<file path="src/rtl/riscv_pkg.sv">
`default_nettype none
// ============================================================================
//  Module      : riscv_pkg
//  Description : Shared RISC-V definitions. Holds the immediate-format
//                selector encodings used by both the immediate extend unit
//                and the immediate encoder, plus the S1 request record and a
//                small range-check helper.
//  Contents    : immSrc_e        - ImmSrc encodings (IMM_I .. IMM_U)
//                immReq_t        - registered request (selector, imm, base)
//                c_signMask*     - upper-bit masks that must be uniform
//                signExtOk()     - masked bits all-zero or all-one
//  Revision    : 1.0 - initial release
// ============================================================================
package riscv_pkg;

    localparam int unsigned c_xlen = 32;

    // 3'b101..3'b111 are unused encodings and are treated as invalid.
    typedef enum logic [2:0] {
        IMM_I = 3'b000,
        IMM_S = 3'b001,
        IMM_B = 3'b010,
        IMM_J = 3'b011,
        IMM_U = 3'b100
    } immSrc_e;

    typedef struct packed {
        logic [2:0]        immSrc;
        logic [c_xlen-1:0] imm;
        logic [c_xlen-1:0] baseInstr;
    } immReq_t;

    // Bits above the highest encoded immediate bit; they must all replicate
    // the sign for the value to be representable in that format.
    localparam logic [c_xlen-1:0] c_signMaskIS = 32'hFFFF_F800; // [31:11]
    localparam logic [c_xlen-1:0] c_signMaskB  = 32'hFFFF_F000; // [31:12]
    localparam logic [c_xlen-1:0] c_signMaskJ  = 32'hFFF0_0000; // [31:20]

    function automatic logic signExtOk(input logic [c_xlen-1:0] value,
                                       input logic [c_xlen-1:0] mask);
        return ((value & mask) == mask) || ((value & mask) == '0);
    endfunction

endpackage
`default_nettype wire

</file>
<file path="src/rtl/imm_pack.sv">
`default_nettype none
// ============================================================================
//  Module      : imm_pack
//  Description : Combinational immediate scatter and range check. Places the
//                immediate bits of the selected format into the base
//                instruction and flags values the format cannot represent.
//                Out-of-range values are still scattered (truncated).
//  Ports       : i_immSrc    in  3   format selector (riscv_pkg encodings)
//                i_imm       in  32  sign-extended immediate
//                i_baseInstr in  32  instruction with non-immediate fields
//                o_instr     out 32  packed instruction
//                o_immErr    out 1   immediate not representable
//  Revision    : 1.0 - initial release
// ============================================================================
module imm_pack
    import riscv_pkg::*;
(
    input  logic [2:0]        i_immSrc,
    input  logic [c_xlen-1:0] i_imm,
    input  logic [c_xlen-1:0] i_baseInstr,
    output logic [c_xlen-1:0] o_instr,
    output logic              o_immErr
);

    logic [c_xlen-1:0] w_instr;
    logic              w_err;

    always_comb begin
        w_instr = i_baseInstr;
        w_err   = 1'b0;
        case (i_immSrc)
            IMM_I: begin
                w_instr[31:20] = i_imm[11:0];
                w_err          = !signExtOk(i_imm, c_signMaskIS);
            end
            IMM_S: begin
                w_instr[31:25] = i_imm[11:5];
                w_instr[11:7]  = i_imm[4:0];
                w_err          = !signExtOk(i_imm, c_signMaskIS);
            end
            IMM_B: begin
                // Branch offsets are halfword aligned; bit 0 is not encoded.
                w_instr[31]    = i_imm[12];
                w_instr[30:25] = i_imm[10:5];
                w_instr[11:8]  = i_imm[4:1];
                w_instr[7]     = i_imm[11];
                w_err          = !signExtOk(i_imm, c_signMaskB) || i_imm[0];
            end
            IMM_J: begin
                w_instr[31]    = i_imm[20];
                w_instr[30:21] = i_imm[10:1];
                w_instr[20]    = i_imm[11];
                w_instr[19:12] = i_imm[19:12];
                w_err          = !signExtOk(i_imm, c_signMaskJ) || i_imm[0];
            end
            IMM_U: begin
                w_instr[31:12] = i_imm[31:12];
                w_err          = |i_imm[11:0];
            end
            default: begin
                // Unknown format: pass the base through untouched.
                w_err = 1'b1;
            end
        endcase
    end

    assign o_instr  = w_instr;
    assign o_immErr = w_err;

endmodule
`default_nettype wire

</file>
<file path="src/rtl/imm_encoder.sv">
`default_nettype none
// ============================================================================
//  Module      : imm_encoder
//  Description : Two-stage valid/ready immediate encoder. S1 registers the
//                request, imm_pack scatters/checks it, S2 holds the result
//                on the outputs. Counts output handshakes (wrapping) and
//                erroneous handshakes (saturating).
//  Parameters  : CNT_W - width of EncCount
//                ERR_W - width of ErrCount
//  Ports       : clk        in   1      clock, rising edge
//                rst_n      in   1      synchronous active-low reset
//                in_valid   in   1      request valid
//                in_ready   out  1      request accepted this cycle
//                ImmSrc     in   3      immediate format selector
//                Imm        in   32     sign-extended immediate
//                BaseInstr  in   32     instruction template
//                out_valid  out  1      InstrOut/ImmErr valid
//                out_ready  in   1      downstream accepts output
//                InstrOut   out  32     encoded instruction
//                ImmErr     out  1      immediate not representable
//                EncCount   out  CNT_W  completed output handshakes
//                ErrCount   out  ERR_W  completed handshakes with ImmErr=1
//  Revision    : 1.0 - initial release
// ============================================================================
module imm_encoder
    import riscv_pkg::*;
#(
    parameter int CNT_W = 16,
    parameter int ERR_W = 8
) (
    input  logic              clk,
    input  logic              rst_n,
    input  logic              in_valid,
    output logic              in_ready,
    input  logic [2:0]        ImmSrc,
    input  logic [c_xlen-1:0] Imm,
    input  logic [c_xlen-1:0] BaseInstr,
    output logic              out_valid,
    input  logic              out_ready,
    output logic [c_xlen-1:0] InstrOut,
    output logic              ImmErr,
    output logic [CNT_W-1:0]  EncCount,
    output logic [ERR_W-1:0]  ErrCount
);

    logic              r_s1Valid;
    immReq_t           r_s1Req;
    logic              r_s2Valid;
    logic [c_xlen-1:0] r_s2Instr;
    logic              r_s2Err;
    logic [CNT_W-1:0]  r_encCount;
    logic [ERR_W-1:0]  r_errCount;

    logic              w_s2Load;
    logic              w_s1Load;
    logic              w_outFire;
    logic [c_xlen-1:0] w_packInstr;
    logic              w_packErr;

    // S2 can take new data when empty or when its content leaves this cycle;
    // S1 frees up under the same condition, so in_ready only looks at state.
    assign w_s2Load  = !r_s2Valid || out_ready;
    assign w_s1Load  = !r_s1Valid || w_s2Load;
    assign w_outFire = r_s2Valid && out_ready;
    assign in_ready  = rst_n && w_s1Load;

    imm_pack u_pack (
        .i_immSrc    (r_s1Req.immSrc),
        .i_imm       (r_s1Req.imm),
        .i_baseInstr (r_s1Req.baseInstr),
        .o_instr     (w_packInstr),
        .o_immErr    (w_packErr)
    );

    always_ff @(posedge clk) begin
        if (!rst_n) begin
            r_s1Valid  <= 1'b0;
            r_s1Req    <= '0;
            r_s2Valid  <= 1'b0;
            r_s2Instr  <= '0;
            r_s2Err    <= 1'b0;
            r_encCount <= '0;
            r_errCount <= '0;
        end else begin
            if (w_s1Load) begin
                r_s1Valid <= in_valid;
                if (in_valid) begin
                    r_s1Req <= '{immSrc: ImmSrc, imm: Imm, baseInstr: BaseInstr};
                end
            end
            if (w_s2Load) begin
                r_s2Valid <= r_s1Valid;
                if (r_s1Valid) begin
                    r_s2Instr <= w_packInstr;
                    r_s2Err   <= w_packErr;
                end
            end
            if (w_outFire) begin
                r_encCount <= r_encCount + CNT_W'(1);
                if (r_s2Err && !(&r_errCount)) begin
                    r_errCount <= r_errCount + ERR_W'(1);
                end
            end
        end
    end

    assign out_valid = r_s2Valid;
    assign InstrOut  = r_s2Instr;
    assign ImmErr    = r_s2Err;
    assign EncCount  = r_encCount;
    assign ErrCount  = r_errCount;

endmodule
`default_nettype wire

</file>
<file path="config.mk">
export PLATFORM = sky130hd
export DESIGN_NAME = imm_encoder
export DESIGN_NICKNAME = d
export VERILOG_FILES = /design/src/rtl/riscv_pkg.sv /design/src/rtl/imm_pack.sv /design/src/rtl/imm_encoder.sv
export SDC_FILE = /design/constraint.sdc
export NUM_CORES = 1
export LEC_CHECK = 0
export CAP_MARGIN = 5
export CORE_MARGIN = 2
export CORE_UTILIZATION = 46
export DETAILED_ROUTE_END_ITERATION = 6
export PLACE_DENSITY = 0.8
export SKIP_CTS_REPAIR_TIMING = 1
export SKIP_LAST_GASP = 1
export SYNTH_ARGS = -nofsm -noshare
export SYNTH_HDL_FRONTEND = slang
export SYNTH_HIERARCHICAL = 1
export SYNTH_SLANG_ARGS = --single-unit
</file>
<file path="constraint.sdc">
create_clock -name clk -period 4.05 [get_ports clk]
set_input_delay 0.405 -clock clk [delete_from_list [all_inputs] [get_ports clk]]
set_output_delay 0.405 -clock clk [all_outputs]
set_load 0.05 [all_outputs]
</file>
==> results of run 1 <==
[cell usage after synthesis, drive strengths merged]
library cell    n
a211oi          1
a21oi         129
a221o           1
a22oi           1
and3            4
and4            1
buf            25
clkbuf         28
clkinv          1
dfxtp         126
ha              2
inv             6
mux2           13
mux2i           7
nand2         215
nand2b          1
nand3          14
nand3b          1
nand4          12
nor2           38
nor2b           3
nor3            7
nor4            9
nor4b           1
o211ai          5
o21a            2
o21ai          15
o22ai           2
o31ai           9
o41ai           1
or2             1
or3             4
or4             5
xnor2           7
xor2            6
[through the flow]
| stage | setup slack (ns) | hold WS [ns] |
|---|---|---|
| final | 1.38 | 0.453 |
| after global routing | 1.28 | 0.467 |
| after CTS | 1.38 | 0.452 |
| after detailed placement | 1.38 | 0.445 |
| after global placement | 1.41 | 0.440 |
| after floorplan | 1.99 | 0.433 |
[layer usage]
layer	wire, um	global-route usage [%]
met4	180	8.46
met5	0	0
met1	6220	29.1
met2	6830	36.8
met3	997	5.89
[cell families after synthesis]
family	Yosys count	synth area share [%]
adder cells (fa/ha/maj)	2	0.460
AO/OA/AOI/OAI	166	16.6
flip-flops	126	46.4
AND/OR/NAND/NOR	316	25.0
buffers and inverters	60	5.43
multiplexers	20	3.98
XOR/XNOR	13	2.09
[worst register-to-register path: stages, from the launching register on]
cell and delay [ns]:
sky130_fd_sc_hd__dfxtp_1 0.54, sky130_fd_sc_hd__nor2_1 0.96, sky130_fd_sc_hd__a22oi_4 0.24, sky130_fd_sc_hd__mux2_2 0.36, sky130_fd_sc_hd__nand2_1 0.06, sky130_fd_sc_hd__a21oi_1 0.07
[layout make-up]
cell class	instances	area share (%)
clock inverters	6	1.47
repair buffers	135	18.4
multi-input cells	517	36.0
flip-flops and latches	126	34.5
well taps	143	2.45
clock buffers	23	6.81
inverters	7	0.376
[sequential cells by signal (all words and copies together), names as in the netlist]
| register | count |
|---|---|
| r_s1Valid | 1 |
| out_valid | 1 |
| r_s1Req | 67 |
| ImmErr | 1 |
| EncCount | 16 |
| InstrOut | 32 |
| ErrCount | 8 |
[worst max-delay path by stage]
| stage | start | to |
|---|---|---|
| floorplan | out_valid | in_ready |
| global placement | out_ready | in_ready |
| detailed placement | out_ready | in_ready |
| CTS | out_ready | in_ready |
| global route | out_ready | in_ready |
| finish | out_ready | in_ready |
[power groups by stage]
stage               combinational, mW  sequential [mW]  clock [mW]
floorplan                       0.186             1.39           0
global placement                0.342             1.36           0
detailed placement              0.348             1.36           0
CTS                             0.350             1.34        1.57
global route                    0.381             1.35        1.62
finish                          0.352             1.34        1.54
==> results.py, run 1 <==
metrics = {
    "outcome": {
        "run_status": "finished, final reports clean",
    },
    "logic_synthesis": {
        "yosys.cell_types.count": 43,
        "yosys_register_bits": 126,
        "syn_avg_cell_area_um2": 7.73,
        "fraction_of_synthesized_cell_area_taken_by_the_top_area_cell_type_pct": 46.4,
        "ys_seq_area_share_pct": 46.4,
        "synth_area_leaders": "sky130_fd_sc_hd__dfxtp_1 46%, sky130_fd_sc_hd__nand2_1 15%, sky130_fd_sc_hd__a21oi_1 12%",
        "synthesis.area_mm2": 0.00544,
        "synth_area_leader_cell": "sky130_fd_sc_hd__dfxtp_1",
        "yosys_warnings": 6,
        "mappedNetlistNets": 776,
        "syn-instance-count": 703,
    },
    "min_path": {
        "instance_count_along_the_most_critical_hold_path": 2,
        "min_delay_worst_endpoint": "InstrOut[6]",
        "hold_path_startpoint": "InstrOut[6]",
        "hp-class": "reg -> reg",
    },
    "die": {
        "placement_rows": 39,
        "effective_utilization_at_floorplan_pct": 47.4,
        "core_area_mm2": 0.0115,
        "dieWidth_um": 113,
        "area_enclosed_by_the_die_boundary_mm2": 0.0127,
        "num_io_pins": 130,
        "die_h_um": 113,
    },
    "worst_setup_path": {
        "crit_family": "buffers and inverters",
        "crit-reg2reg-launch": "r_s1Req[64]",
        "largest_stage_delay_on_the_critical_path_ns": 0.71,
        "timing.setup.critical_path_class": "in -> out",
        "cpMostUsedCell": "sky130_fd_sc_hd__clkdlybuf4s50_1",
        "cell_with_the_largest_stage_delay_on_the_worst_path": "sky130_fd_sc_hd__clkdlybuf4s50_1",
        "path_max_fanout": 10,
        "cp_data_arrival_time_ns": 2.26,
        "number_of_gates_on_the_worst_path_with_buffers_counted": 4,
        "setup.worst_path.end_class": "output port",
        "critPathRequiredTime_ns": 3.64,
        "reg_to_reg_setup_timing_slack_ns": 1.64,
        "reg2regPathDepth": 5,
        "worst_r2r_endpoint": "InstrOut[14]",
        "worstPathCellList": "clkdlybuf4s50_1 > nor2b_1 > a21oi_1 > clkdlybuf4s50_1",
        "startpoint_type": "primary input",
        "critPathBufInv": 2,
    },
    "finish": {
        "area.growth.synth_to_final_pct": 34.6,
        "multi_input_area_mm2": 0.00263,
        "drive_gt1_share_pct": 7.13,
        "final_cells": 957,
        "antennaDiodeCount": 0,
        "finish.instance_area_mm2": 0.00732,
        "final_cell_mix": "214 x sky130_fd_sc_hd__nand2_1, 129 x sky130_fd_sc_hd__clkdlybuf4s50_1, 128 x sky130_fd_sc_hd__a21oi_1",
        "final_core_utilization_pct": 63.8,
        "n_fill_cell": 1003,
        "nets": 877,
        "final_common_cell": "sky130_fd_sc_hd__nand2_1",
        "seq_area_mm2": 0.00252,
    },
    "placed_design": {
        "io_port_bufs": 129,
        "place_hpwl_um": 9830,
        "placedCellCount": 928,
        "last_weighted_congestion_value_of_the_routability_driven_placer": 0.889,
        "dpl-instance-area_mm2": 0.00671,
    },
    "grt": {
        "largest_net_degree_at_the_start_of_global_routing": 126,
        "globalRouteOverflowTotal": 0,
        "global_route_wire_length_before_repair_um": 23400,
        "antenna_violations_before_repair": 0,
        "first_global_vias": 4913,
        "grt_usage_pct": 22.7,
    },
    "drt": {
        "route.detailed.drc": 0,
        "number_of_optimization_iterations_in_the_first_detailed_route_pass": 5,
        "drt_first_iter_violations": 395,
        "route.detailed.vias_per_inst": 5.42,
        "wire_length_per_cell_um": 14.9,
        "route.final.wire_length_um": 14200,
        "detailroute.via_count": 5185,
        "antenna_left": 0,
    },
    "clocking": {
        "tritoncts": "built",
        "cts-root-buf": "sky130_fd_sc_hd__clkbuf_16",
        "clock-sinks": 126,
        "cts_inserted_buffers": 17,
        "worst_setup_hold_path_clk_slew_ns": 0.05,
        "cts_htree_levels": 4,
        "clk_path_buf_depth": 2,
        "clk_latency_worst_skew_pair_ns": 0.41,
    },
    "power": {
        "power_switching_mw": 0.750,
        "power.total_mw": 3.23,
        "power_per_cell_area_mw_per_mm2": 442,
        "vdd_ir_drop_max_v": 0.000283,
        "clock_power_share_pct": 47.7,
        "internal-power_mw": 2.48,
        "power_switching_share_pct": 23.2,
        "p_comb_share_pct": 10.9,
        "power_frac_seq_pct": 41.4,
        "total_leakage_power_nw": 2.66,
    },
    "sta": {
        "minimum_clock_period_ns": 2.67,
        "maxSlewHeadroom_pct": 18.0,
        "rsz_0062_raised_after_global_routing": "no",
        "fin_skew_ns": 0.0105,
        "timing_worst_slew_pin_value_ns": 1.23,
        "period_share_pct": 65.9,
        "slew_viol_final": 0,
        "count_of_final_setup_violators": 0,
        "finalHoldViolCount": 0,
        "timing.fmax_mhz": 375,
        "final.setup.tns_ns": 0,
    },
    "flow_run": {
        "max_cap_viol_count": 0,
    },
}
Note: power is estimated with default switching activity, not from simulation.
==> inputs of run 2 (changes only) <==
Clock period 4.05 ns to 2.68 ns, I/O delays scaled along.
==> run 2 against run 1 <==
Against the previous run:
- die area unchanged
- sequential share of layout area down 0.51 points
- sequential power up 51%
- critical path type is now reg -> out
- first-iteration DRC count increased by 13%
- wire length increased by 2.4%
- cell count grew 0.73%
- via count is 1.6% higher
- core utilization is 0.95 points higher
- global-route usage grew 0.51 points
- critical path depth down 3
- clock power grew 71%
- combinational power grew 55%
==> results.py, run 2 (synthesized netlist as in run 1, its figures left out) <==
metrics = {
    "outcome": {
        "run_status": "finished, final reports clean",
    },
    "worst_setup_path": {
        "startpoint_type": "register",
        "setup.worst_path.end_class": "output port",
        "critPathRequiredTime_ns": 2.41,
        "crit-reg2reg-launch": "r_s1Req[66]",
        "worst_r2r_endpoint": "InstrOut[31]",
        "largest_stage_delay_on_the_critical_path_ns": 0.87,
        "timing.setup.critical_path_class": "reg -> out",
        "worstPathCellList": "clkdlybuf4s50_1",
        "crit_family": "buffers and inverters",
        "cp_data_arrival_time_ns": 1.76,
        "cell_with_the_largest_stage_delay_on_the_worst_path": "sky130_fd_sc_hd__clkdlybuf4s50_1",
        "path_max_fanout": 11,
        "reg_to_reg_setup_timing_slack_ns": 0.70,
        "critPathBufInv": 1,
        "reg2regPathDepth": 6,
    },
    "finish": {
        "nets": 881,
        "drive_gt1_share_pct": 8.16,
        "antennaDiodeCount": 0,
        "multi_input_area_mm2": 0.00263,
        "final_cells": 964,
        "largest_reg_flops": 67,
        "area.growth.synth_to_final_pct": 36.6,
        "top_reg_by_flops": "r_s1Req",
        "n_fill_cell": 930,
        "final_cell_mix": "214 x sky130_fd_sc_hd__nand2_1, 128 x sky130_fd_sc_hd__a21oi_1, 128 x sky130_fd_sc_hd__clkdlybuf4s50_1",
        "seq_area_mm2": 0.00252,
        "final_common_cell": "sky130_fd_sc_hd__nand2_1",
    },
    "power": {
        "total_leakage_power_nw": 2.72,
        "p_comb_share_pct": 10.5,
        "internal-power_mw": 3.99,
        "power_per_cell_area_mw_per_mm2": 699,
        "clock_power_share_pct": 50.6,
        "power_switching_mw": 1.20,
        "power_frac_seq_pct": 38.9,
        "vdd_ir_drop_max_v": 0.000391,
        "power_switching_share_pct": 23.1,
    },
    "min_path": {
        "hp-class": "in -> reg",
        "min_delay_worst_endpoint": "r_s1Req[59]",
        "instance_count_along_the_most_critical_hold_path": 3,
        "hold_path_startpoint": "Imm[27]",
    },
    "placed_design": {
        "place_hpwl_um": 9810,
        "io_port_bufs": 129,
        "last_weighted_congestion_value_of_the_routability_driven_placer": 0.863,
        "placedCellCount": 932,
    },
    "die": {
        "die_h_um": 113,
        "area_enclosed_by_the_die_boundary_mm2": 0.0127,
        "core_area_mm2": 0.0115,
        "num_io_pins": 130,
        "dieWidth_um": 113,
        "effective_utilization_at_floorplan_pct": 47.4,
        "placement_rows": 39,
    },
    "grt": {
        "globalRouteOverflowTotal": 0,
        "grt_usage_pct": 23.2,
        "largest_net_degree_at_the_start_of_global_routing": 89,
        "antenna_violations_before_repair": 0,
        "global_route_wire_length_before_repair_um": 24100,
        "first_global_vias": 5050,
    },
    "drt": {
        "met3RoutedLength_um": 950,
        "wire_length_per_cell_um": 15.1,
        "route.final.wire_length_um": 14600,
        "antenna_left": 0,
        "route.detailed.drc": 0,
        "drt_first_iter_violations": 447,
        "maxUsedRoutingLayer": "met4",
        "detailroute.wirelength.met2_um": 7200,
        "route.detailed.vias_per_inst": 5.46,
        "detailroute.via_count": 5267,
        "m1_wire_length_um": 6280,
        "number_of_optimization_iterations_in_the_first_detailed_route_pass": 5,
    },
    "clocking": {
        "clk_latency_worst_skew_pair_ns": 0.40,
        "worst_setup_hold_path_clk_slew_ns": 0.06,
        "clk_path_buf_depth": 2,
        "tritoncts": "built",
        "clock-sinks": 126,
        "cts_htree_levels": 4,
        "cts-root-buf": "sky130_fd_sc_hd__clkbuf_16",
        "cts_inserted_buffers": 17,
    },
    "flow_run": {
        "max_cap_viol_count": 0,
    },
    "sta": {
        "rsz_0062_raised_after_global_routing": "no",
        "slew_viol_final": 0,
        "fin_skew_ns": 0.00856,
        "final.setup.tns_ns": 0,
        "count_of_final_setup_violators": 0,
        "timing.fmax_mhz": 493,
        "maxSlewHeadroom_pct": 41.8,
        "minimum_clock_period_ns": 2.03,
        "finalHoldViolCount": 0,
        "period_share_pct": 75.7,
        "timing_worst_slew_pin_value_ns": 0.872,
    },
}
==> run 2: routing by layer <==
metal	track usage [%]	up-vias
met5	0	-
met4	6.10	0
met3	6.11	15
met2	39.9	182
met1	28.9	2476
li1	-	2594
==> run 2: power groups by stage <==
stage / registers, mW / clock network, mW / logic (mW)
global placement: 2.05 / 0 / 0.525
CTS: 2.02 / 2.65 / 0.543
global route: 2.03 / 2.74 / 0.592
detailed placement: 2.06 / 0 / 0.536
finish: 2.02 / 2.63 / 0.545
floorplan: 2.10 / 0 / 0.281
==> run 2: worst max-delay path by stage <==
| stage | from | to | cells past startpoint |
|---|---|---|---|
| floorplan | out_valid | EncCount[15] | 5 |
| global placement | out_ready | r_s1Req[12] | 6 |
| detailed placement | out_ready | r_s1Req[40] | 6 |
| CTS | EncCount[3] | EncCount[3] | 1 |
| global route | r_s1Req[66] | InstrOut[31] | 6 |
| finish | out_valid | out_valid | 1 |
==> run 2: per-stage QoR <==
stage	setup WS [ns]	hold WS (ns)	utilization [%]	area, um^2	power (mW)
after detailed placement	0.410	0.446	58.8	6740	2.59
after global placement	0.556	0.440	58.8	6740	2.58
final	0.652	0.413	64.8	7430	5.19
after global routing	0.522	0.409	64.8	7430	5.37
after CTS	0.638	0.403	64.8	7430	5.22
after floorplan	0.748	0.386	-	5440	2.38
==> run 2: area by class of cell <==
cell class / count / area share [%]
flip-flops and latches: 126 / 34.0
multi-input cells: 517 / 35.5
well taps: 143 / 2.41
clock inverters: 13 / 3.15
inverters: 7 / 0.371
repair buffers: 139 / 18.5
clock buffers: 19 / 6.10
==> inputs of run 3 (changes only) <==
Clock period 2.68 ns to 2 ns, I/O delays scaled along.
==> run 3 against run 2 <==
Against the previous run:
- clock-buffer cell count is 1 higher
- via count increased by 1.3%
- non-clock buffer count grew 9
- highest routed layer unchanged
- critical path type unchanged
- sequential power rose by 34%
==> results.py, run 3 (synthesized netlist as in run 1, its figures left out) <==
metrics = {
    "die": {
        "die_h_um": 113,
        "area_enclosed_by_the_die_boundary_mm2": 0.0127,
        "core_area_mm2": 0.0115,
        "effective_utilization_at_floorplan_pct": 47.4,
        "placement_rows": 39,
        "dieWidth_um": 113,
        "num_io_pins": 130,
    },
    "clocking": {
        "cts_htree_levels": 4,
        "tritoncts": "built",
        "cts-root-buf": "sky130_fd_sc_hd__clkbuf_16",
        "clk_path_buf_depth": 2,
        "worst_setup_hold_path_clk_slew_ns": 0.06,
        "cts_inserted_buffers": 17,
        "clock-sinks": 126,
        "clk_latency_worst_skew_pair_ns": 0.40,
    },
    "finish": {
        "area.growth.synth_to_final_pct": 38.8,
        "drive_gt1_share_pct": 9.05,
        "top_reg_by_flops": "r_s1Req",
        "final_common_cell": "sky130_fd_sc_hd__nand2_1",
        "antennaDiodeCount": 0,
        "largest_reg_flops": 67,
        "n_fill_cell": 924,
        "nets": 890,
        "final_cell_mix": "214 x sky130_fd_sc_hd__nand2_1, 128 x sky130_fd_sc_hd__a21oi_1, 127 x sky130_fd_sc_hd__clkdlybuf4s50_1",
    },
    "sta": {
        "count_of_final_setup_violators": 0,
        "minimum_clock_period_ns": 1.96,
        "holdWs_ns": 0.341,
        "final.setup.tns_ns": 0,
        "maxSlewHeadroom_pct": 61.7,
        "postLayoutSetupSlackWorst_ns": 0.0378,
        "period_share_pct": 98.1,
        "finalHoldViolCount": 0,
        "timing_worst_slew_pin_value_ns": 0.569,
        "fin_skew_ns": 0.00703,
        "rsz_0062_raised_after_global_routing": "no",
        "slew_viol_final": 0,
        "timing.fmax_mhz": 510,
    },
    "grt": {
        "first_global_vias": 5054,
        "global_route_wire_length_before_repair_um": 23700,
        "globalRouteOverflowTotal": 0,
        "grt_usage_pct": 22.9,
        "largest_net_degree_at_the_start_of_global_routing": 89,
        "antenna_violations_before_repair": 0,
    },
    "placed_design": {
        "last_weighted_congestion_value_of_the_routability_driven_placer": 0.900,
        "io_port_bufs": 129,
        "place_hpwl_um": 10100,
        "pre_cts_slack_ns": 0.0720,
    },
    "worst_setup_path": {
        "largest_stage_delay_on_the_critical_path_ns": 0.87,
        "reg2regPathDepth": 5,
        "cell_with_the_largest_stage_delay_on_the_worst_path": "sky130_fd_sc_hd__clkdlybuf4s50_1",
        "path_max_fanout": 6,
        "worst_r2r_endpoint": "InstrOut[14]",
        "worstPathCellList": "clkdlybuf4s50_1",
        "critPathBufInv": 1,
        "startpoint_type": "register",
        "reg_to_reg_setup_timing_slack_ns": 0.16,
        "setup.worst_path.end_class": "output port",
        "crit-reg2reg-launch": "r_s1Req[65]",
        "critPathRequiredTime_ns": 1.80,
        "crit_family": "buffers and inverters",
        "cp_data_arrival_time_ns": 1.76,
        "timing.setup.critical_path_class": "reg -> out",
    },
    "drt": {
        "number_of_optimization_iterations_in_the_first_detailed_route_pass": 5,
        "drt_first_iter_violations": 416,
        "wire_length_per_cell_um": 15.0,
        "antenna_left": 0,
        "route.detailed.drc": 0,
        "detailroute.via_count": 5335,
        "route.detailed.vias_per_inst": 5.49,
        "route.final.wire_length_um": 14600,
    },
    "min_path": {
        "hp-class": "in -> reg",
        "hold_path_startpoint": "Imm[17]",
        "instance_count_along_the_most_critical_hold_path": 3,
        "min_delay_worst_endpoint": "r_s1Req[49]",
    },
    "power": {
        "vdd_ir_drop_max_v": 0.000719,
        "power_per_cell_area_mw_per_mm2": 903,
        "total_leakage_power_nw": 2.78,
    },
    "outcome": {
        "run_status": "finished, final reports clean",
    },
    "flow_run": {
        "max_cap_viol_count": 0,
    },
}
run 3: cell count changes in the layout (fill, tap and decap cells not counted), sizes merged:
cell and delta:
buf +9, inv -2, clkbuf +1, clkinv -1, dlymetal6s2s +1, bufinv -1, clkinvlp +2, clkdlybuf4s50 -1
run 3: report_power, final:
part	leakage [nW]	internal [mW]	total (mW)	switching, mW
Clock	0.312	2.26	3.34	1.07
Sequential	1.03	2.62	2.70	0.0891
Combinational	1.44	0.349	0.768	0.419
run 3: layer usage:
| layer | vias up | part of all wire (%) | routed length, um | global-route usage, % |
|---|---|---|---|---|
| li1 | 2607 | - | - | - |
| met1 | 2487 | 42 | 6050 | 28.2 |
| met2 | 216 | 49 | 7070 | 38.5 |
| met3 | 25 | 8.2 | 1200 | 6.32 |
| met4 | 0 | 1.7 | 247 | 8.70 |
| met5 | - | 0 | 0 | 0 |
run 3: final cells by class:
class / instances / area [um^2] / area share (%)
clock inverter: 11 / 189 / 2.50
timing repair buffer: 148 / 1530 / 20.3
inverter: 7 / 27.5 / 0.365
tap: 143 / 179 / 2.37
clock buffer: 20 / 457 / 6.05
sequential: 126 / 2520 / 33.4
multi-input combinational: 517 / 2640 / 34.9
run 3: worst max-delay path by stage:
stage                     slack (ns)            to  cells after the start   startpoint
after global routing            0.03   EncCount[3]                      1  EncCount[3]
final                           0.04   EncCount[3]                      1  EncCount[3]
after detailed placement        0.07  InstrOut[23]                      7    out_ready
after CTS                       0.03     out_valid                      1    out_valid
after global placement          0.15        ImmErr                      7    out_ready
after floorplan                 0.07  EncCount[15]                      5    out_valid
run 3: per-stage QoR:
step | cell area (um^2) | util, % | total power [mW] | std cells
2_1_floorplan | 5440 | - | 3.19 | 703
3_3_place_gp | 6890 | 60.1 | 3.49 | 941
3_5_place_dp | 6890 | 60.1 | 3.51 | 941
4_1_cts | 7540 | 65.8 | 6.84 | 972
5_1_grt | 7540 | 65.8 | 7.03 | 972
6_report | 7540 | 65.8 | 6.81 | 972
